$ cat src/rtl/rv_bus_arbiter.sv
// Single-outstanding-transaction arbiter sharing one memory bus between
// instruction fetch (read-only) and the load/store unit, with registered outputs.
module rv_bus_arbiter #(
  parameter int FETCH_STARVE_MAX = 4,
  parameter int TIMEOUT_CYCLES   = 255
) (
  input  logic        i_clk,
  input  logic        i_reset,
  input  logic        i_flush,
  input  logic        i_ibus_req,
  input  logic [29:0] i_ibus_addr,
  output logic [31:0] o_ibus_data,
  output logic        o_ibus_ack,
  output logic        o_ibus_err,
  input  logic        i_dbus_req,
  input  logic        i_dbus_we,
  input  logic [29:0] i_dbus_addr,
  input  logic [31:0] i_dbus_wdata,
  input  logic [3:0]  i_dbus_sel,
  output logic [31:0] o_dbus_rdata,
  output logic        o_dbus_ack,
  output logic        o_dbus_err,
  output logic        o_bus_req,
  output logic        o_bus_we,
  output logic [29:0] o_bus_addr,
  output logic [31:0] o_bus_wdata,
  output logic [3:0]  o_bus_sel,
  input  logic [31:0] i_bus_rdata,
  input  logic        i_bus_ack
);

  localparam logic [1:0] ST_IDLE   = 2'd0;
  localparam logic [1:0] ST_I_ACT  = 2'd1;
  localparam logic [1:0] ST_D_ACT  = 2'd2;
  localparam logic [1:0] ST_I_DROP = 2'd3;

  localparam logic [3:0]  STARVE_MAX = 4'(FETCH_STARVE_MAX);
  localparam logic [15:0] TMO_LAST   = 16'(TIMEOUT_CYCLES - 1);

  logic [1:0]  state_q, state_d;
  logic [3:0]  starve_q, starve_d;
  logic [15:0] tmo_q, tmo_d;
  logic        bus_req_q, bus_req_d;
  logic        bus_we_q, bus_we_d;
  logic [29:0] bus_addr_q, bus_addr_d;
  logic [31:0] bus_wdata_q, bus_wdata_d;
  logic [3:0]  bus_sel_q, bus_sel_d;
  logic [31:0] ibus_data_q, ibus_data_d;
  logic        ibus_ack_q, ibus_ack_d;
  logic        ibus_err_q, ibus_err_d;
  logic [31:0] dbus_rdata_q, dbus_rdata_d;
  logic        dbus_ack_q, dbus_ack_d;
  logic        dbus_err_q, dbus_err_d;

  logic i_elig, d_elig, done_cycle, timeout_hit;

  assign i_elig      = i_ibus_req && !ibus_ack_q && !ibus_err_q && !i_flush;
  assign d_elig      = i_dbus_req && !dbus_ack_q && !dbus_err_q;
  // No grant at all in a completion cycle, so the loser of the previous
  // arbitration cannot slip in ahead of a continuously requesting winner.
  assign done_cycle  = ibus_ack_q || ibus_err_q || dbus_ack_q || dbus_err_q;
  // Fires in the cycle whose increment would make the count reach TIMEOUT_CYCLES.
  assign timeout_hit = (TIMEOUT_CYCLES != 0) && (tmo_q == TMO_LAST);

  always_comb begin
    state_d      = state_q;
    starve_d     = starve_q;
    tmo_d        = tmo_q;
    bus_req_d    = bus_req_q;
    bus_we_d     = bus_we_q;
    bus_addr_d   = bus_addr_q;
    bus_wdata_d  = bus_wdata_q;
    bus_sel_d    = bus_sel_q;
    ibus_data_d  = ibus_data_q;
    ibus_ack_d   = 1'b0;
    ibus_err_d   = 1'b0;
    dbus_rdata_d = dbus_rdata_q;
    dbus_ack_d   = 1'b0;
    dbus_err_d   = 1'b0;
    case (state_q)
      ST_IDLE: begin
        if (!done_cycle) begin
          if (i_elig && (!d_elig || starve_q == STARVE_MAX)) begin
            state_d     = ST_I_ACT;
            starve_d    = 4'd0;
            tmo_d       = 16'd0;
            bus_req_d   = 1'b1;
            bus_we_d    = 1'b0;
            bus_addr_d  = i_ibus_addr;
            bus_wdata_d = 32'd0;
            bus_sel_d   = 4'b1111;
          end else if (d_elig) begin
            state_d     = ST_D_ACT;
            tmo_d       = 16'd0;
            bus_req_d   = 1'b1;
            bus_we_d    = i_dbus_we;
            bus_addr_d  = i_dbus_addr;
            bus_wdata_d = i_dbus_wdata;
            bus_sel_d   = i_dbus_sel;
            if (i_elig && starve_q != STARVE_MAX) starve_d = starve_q + 4'd1;
          end
        end
      end
      ST_I_ACT: begin
        if (i_bus_ack) begin
          state_d   = ST_IDLE;
          bus_req_d = 1'b0;
          if (!i_flush) begin
            ibus_data_d = i_bus_rdata;
            ibus_ack_d  = 1'b1;
          end
        end else if (timeout_hit) begin
          state_d    = ST_IDLE;
          bus_req_d  = 1'b0;
          ibus_err_d = !i_flush;
        end else if (i_flush) begin
          // The bus cannot abort, so keep requesting and swallow the reply.
          state_d = ST_I_DROP;
          tmo_d   = 16'd0;
        end else begin
          tmo_d = tmo_q + 16'd1;
        end
      end
      ST_D_ACT: begin
        if (i_bus_ack) begin
          state_d      = ST_IDLE;
          bus_req_d    = 1'b0;
          dbus_rdata_d = i_bus_rdata;
          dbus_ack_d   = 1'b1;
        end else if (timeout_hit) begin
          state_d    = ST_IDLE;
          bus_req_d  = 1'b0;
          dbus_err_d = 1'b1;
        end else begin
          tmo_d = tmo_q + 16'd1;
        end
      end
      ST_I_DROP: begin
        if (i_bus_ack || timeout_hit) begin
          state_d   = ST_IDLE;
          bus_req_d = 1'b0;
        end else begin
          tmo_d = tmo_q + 16'd1;
        end
      end
      default: begin
        state_d   = ST_IDLE;
        bus_req_d = 1'b0;
      end
    endcase
  end

  always_ff @(posedge i_clk or posedge i_reset) begin
    if (i_reset) begin
      state_q      <= ST_IDLE;
      starve_q     <= 4'd0;
      tmo_q        <= 16'd0;
      bus_req_q    <= 1'b0;
      bus_we_q     <= 1'b0;
      bus_addr_q   <= 30'd0;
      bus_wdata_q  <= 32'd0;
      bus_sel_q    <= 4'd0;
      ibus_data_q  <= 32'd0;
      ibus_ack_q   <= 1'b0;
      ibus_err_q   <= 1'b0;
      dbus_rdata_q <= 32'd0;
      dbus_ack_q   <= 1'b0;
      dbus_err_q   <= 1'b0;
    end else begin
      state_q      <= state_d;
      starve_q     <= starve_d;
      tmo_q        <= tmo_d;
      bus_req_q    <= bus_req_d;
      bus_we_q     <= bus_we_d;
      bus_addr_q   <= bus_addr_d;
      bus_wdata_q  <= bus_wdata_d;
      bus_sel_q    <= bus_sel_d;
      ibus_data_q  <= ibus_data_d;
      ibus_ack_q   <= ibus_ack_d;
      ibus_err_q   <= ibus_err_d;
      dbus_rdata_q <= dbus_rdata_d;
      dbus_ack_q   <= dbus_ack_d;
      dbus_err_q   <= dbus_err_d;
    end
  end

  assign o_ibus_data  = ibus_data_q;
  assign o_ibus_ack   = ibus_ack_q;
  assign o_ibus_err   = ibus_err_q;
  assign o_dbus_rdata = dbus_rdata_q;
  assign o_dbus_ack   = dbus_ack_q;
  assign o_dbus_err   = dbus_err_q;
  assign o_bus_req    = bus_req_q;
  assign o_bus_we     = bus_we_q;
  assign o_bus_addr   = bus_addr_q;
  assign o_bus_wdata  = bus_wdata_q;
  assign o_bus_sel    = bus_sel_q;

endmodule

$ cat config.mk
export PLATFORM = sky130hd
export DESIGN_NAME = rv_bus_arbiter
export DESIGN_NICKNAME = d
export VERILOG_FILES = /design/src/rtl/rv_bus_arbiter.sv
export SDC_FILE = /design/constraint.sdc
export NUM_CORES = 1
export LEC_CHECK = 0
export CORE_MARGIN = 2
export CORE_UTILIZATION = 44
export DETAILED_ROUTE_END_ITERATION = 10
export GPL_TIMING_DRIVEN = 0
export MAX_ROUTING_LAYER = met4
export PLACE_DENSITY = 0.85
export SYNTH_ARGS = -nofsm -noshare
export SYNTH_HDL_FRONTEND = slang
export SYNTH_SLANG_ARGS = --single-unit
export TNS_END_PERCENT = 1
$ cat constraint.sdc
create_clock -name i_clk -period 7.2 [get_ports i_clk]
set_input_delay 2.16 -clock i_clk [delete_from_list [all_inputs] [get_ports i_clk]]
set_output_delay 2.16 -clock i_clk [all_outputs]
set_load 0.01 [all_outputs]
==> flow_metrics.tcl <==
set metrics [dict create \
    cap_violations 0 \
    synth_cell_types 53 \
    max_stage_delay_ns 0.59 \
    tritoncts "done" \
    critPathKind "input pin to flip-flop" \
    clkSlewWorstSetupHoldPaths_ns 0.06 \
    grt_pass1_wl_mm 30.84 \
    crit_chain "clkdlybuf4s50_1 -> and2b_1 -> o211ai_2 -> buf_2 -> buf_1 -> nand2_1 -> o21ai_1" \
    setup_viol 0 \
    syn_area_um2 6724 \
    synthMuxAreaShare_pct 10.14 \
    finalHoldViolCount 0 \
    final_cell_area_um2 10340 \
    cts_hold_buf 0 \
    fin_skew_ns 0.008349 \
    synth-xor-area-share_pct 0 \
    wl_per_cell_um 18.20 \
    viasPerCell 5.303 \
    total_power_mw 4.397 \
    syn_nets 736 \
    synth_top_family_by_area "simple AND/OR/NAND/NOR gates" \
    post-route-period-util_pct 56.49 \
    critPathSlowestCell "clkdlybuf4s50_1" \
    power.leakage_nw 4.512 \
    syn_to_final_growth_pct 53.85 \
    start_kind "input pin" \
    wirelength_mm 19.72 \
    cts_root_buf "clkbuf_16" \
    die_y_um 127.6 \
    antenna_found_initial 0 \
    layout-drive-gt1-share_pct 10.16 \
    grt_setup_unrepaired "no" \
    endpoint_kind "flip-flop" \
    cts-htree-levels 4 \
    place.gp.congestion 0.9145 \
    synthArstFlopShare_pct 100.0 \
    grt_usage_pct 25.19 \
    io_buffers 270 \
    slew_headroom_pct 60.34 \
    synth_fa_ha_area_share_pct 1.489 \
    synth_area_leader_cell "dfrtp_1" \
    synth.ff_latch_count 158 \
    vdd_drop_max_mv 0.2581 \
    synth-edff-count 0 \
    core_area_um2 15090 \
    dr.pass1.iters 4 \
    nNetsFinal 1026 \
    drt_iter0_drc 281 \
    via_count 5748 \
    multiInputGateArea_um2 2546 \
    slew_viol_final 0 \
    ys.flop_type "dfrtp_1" \
    core.rowCount 45 \
    first_global_vias 5878 \
    ys_seq_area_share_pct 58.80 \
    cp_max_fo 10 \
    cts_buffers 17 \
    n_fill_cell 1098 \
    synth_area_leaders "dfrtp_1, nand2_1, mux2_2" \
    cts_setup_buffers 0 \
    synth_compound_area_share_pct 12.63 \
    synth.most_common_cell "dfrtp_1" \
    cts-resized-gates 0 \
    clockBufferDepth 2 \
    synth_warnings 0 \
    yosys.area_share.simple_pct 13.60 \
    tightest_slew_ns 0.5949 \
    period_needed_ns 4.068 \
    grt_max_degree 121 \
    avgSynthCellArea_um2 11.34 \
    clkSinkCount 158 \
    die_area_um2 16290 \
    dieWidth_um 127.6 \
    place_area_um2 9697 \
    fin_hold_ws_ns 0.4757 \
    clk_latency_ns 0.42 \
    gr-total-overflow 0 \
    netlist_top_cells_count "dfrtp_1, nand2_1, a22o_1, mux2_2, mux2i_1" \
    io_pins 271 \
    register_area_um2 3954 \
    hpwlAfterDp_mm 14.27 \
    cp.arrival_ns 4.41 \
    p_per_area_nw_per_um2 425.0 \
    hp-class "flip-flop to flip-flop" \
    netlist.area_leader.share_pct 58.80 \
    route.detailed.drc 0 \
    dp.cells 1052 \
    fmax_mhz 245.8 \
    status "complete, no violations" \
    drtAntennaViolNets 0 \
    n_antenna_cell 0 \
    required_ns 7.55 \
    initial_utilization_pct 44.56 \
    fin_cells 1084 \
    synthCells 593 \
]
final cells by class:
type	count	area share [%]
Tap cell	188	2.274
Clock inverter	15	2.153
Inverter	13	0.5443
Clock buffer	17	4.112
Buffer	31	1.693
Multi-Input combinational cell	391	24.61
Timing Repair Buffer	271	26.39
Sequential cell	158	38.22
flip-flops by register name, summed over array words and instances, names as in the netlist, 2 cells and up:
name,cells
o_bus_addr,30
o_bus_wdata,32
o_dbus_rdata,32
state_q,2
tmo_q,16
o_ibus_data,32
o_bus_sel,4
starve_q,4
worst paths after layout:
check	startpoint	end	slack [ns]	cells after the start
setup / recovery	i_flush	o_bus_addr[3]	3.13	7
hold / removal	o_ibus_data[26]	o_ibus_data[26]	0.48	2
setup reg to reg	state_q[0]	tmo_q[6]	5.02	8
hold reg to reg	o_ibus_data[26]	o_ibus_data[26]	0.48	2
max in group asynchronous	i_reset	o_dbus_rdata[2]	4.22	3
min in group asynchronous	i_reset	o_bus_wdata[14]	2.12	2
kinds of logic after synthesis:
kind of cell,Yosys count
and+or+nand+nor,202
buffers and inverters,44
adders and majority gates,8
muxes,64
AOI/OAI and AO/OA,117
DFF,158
metrics by stage:
stage	TNS [ns]	setup slack (ns)	utilization (%)
after global routing	0	2.984	68.56
final	0	3.132	68.56
after global placement	-220.45	-1.402	64.03
after CTS	0	3.111	68.56
after floorplan	0	0.7768	-
after detailed placement	0	2.666	64.26
cell usage in the layout (no fill, tap or decap), types with 9 or more instances in the layout:
| cell | synthesis | routed |
|---|---|---|
| clkdlybuf4s50_1 | 0 | 270 |
| dfrtp_1 | 158 | 158 |
| nand2_1 | 136 | 136 |
| a22o_1 | 35 | 35 |
| mux2_2 | 33 | 33 |
| mux2i_1 | 31 | 31 |
| o21ai_1 | 29 | 29 |
| a31oi_1 | 20 | 20 |
| clkbuf_16 | 0 | 17 |
| clkbuf_1 | 13 | 13 |
| inv_1 | 13 | 12 |
| nor2_1 | 12 | 12 |
| nand2b_1 | 9 | 9 |
critical path, delay by kind of cell:
family,cells,cell delay (ns)
AO/OA/AOI/OAI,2,0.48
buffers and inverters,3,1.38
AND/OR/NAND/NOR,2,0.38
layer usage:
layer | track usage [%] | part of all wire [%]
met5 | - | 0
met4 | 9.632 | 2.8
met3 | 8.710 | 9.0
met2 | 40.58 | 48
met1 | 29.21 | 40
power by group:
part	total (mW)	switching, mW	leakage, nW	internal [mW]
sequential	1.48	0.212	1.98	1.27
clock	0.984	0.389	0.315	0.594
combinational	1.93	0.881	2.22	1.05
total	4.40	1.48	4.51	2.91
Note: power is estimated with default switching activity, not from simulation.
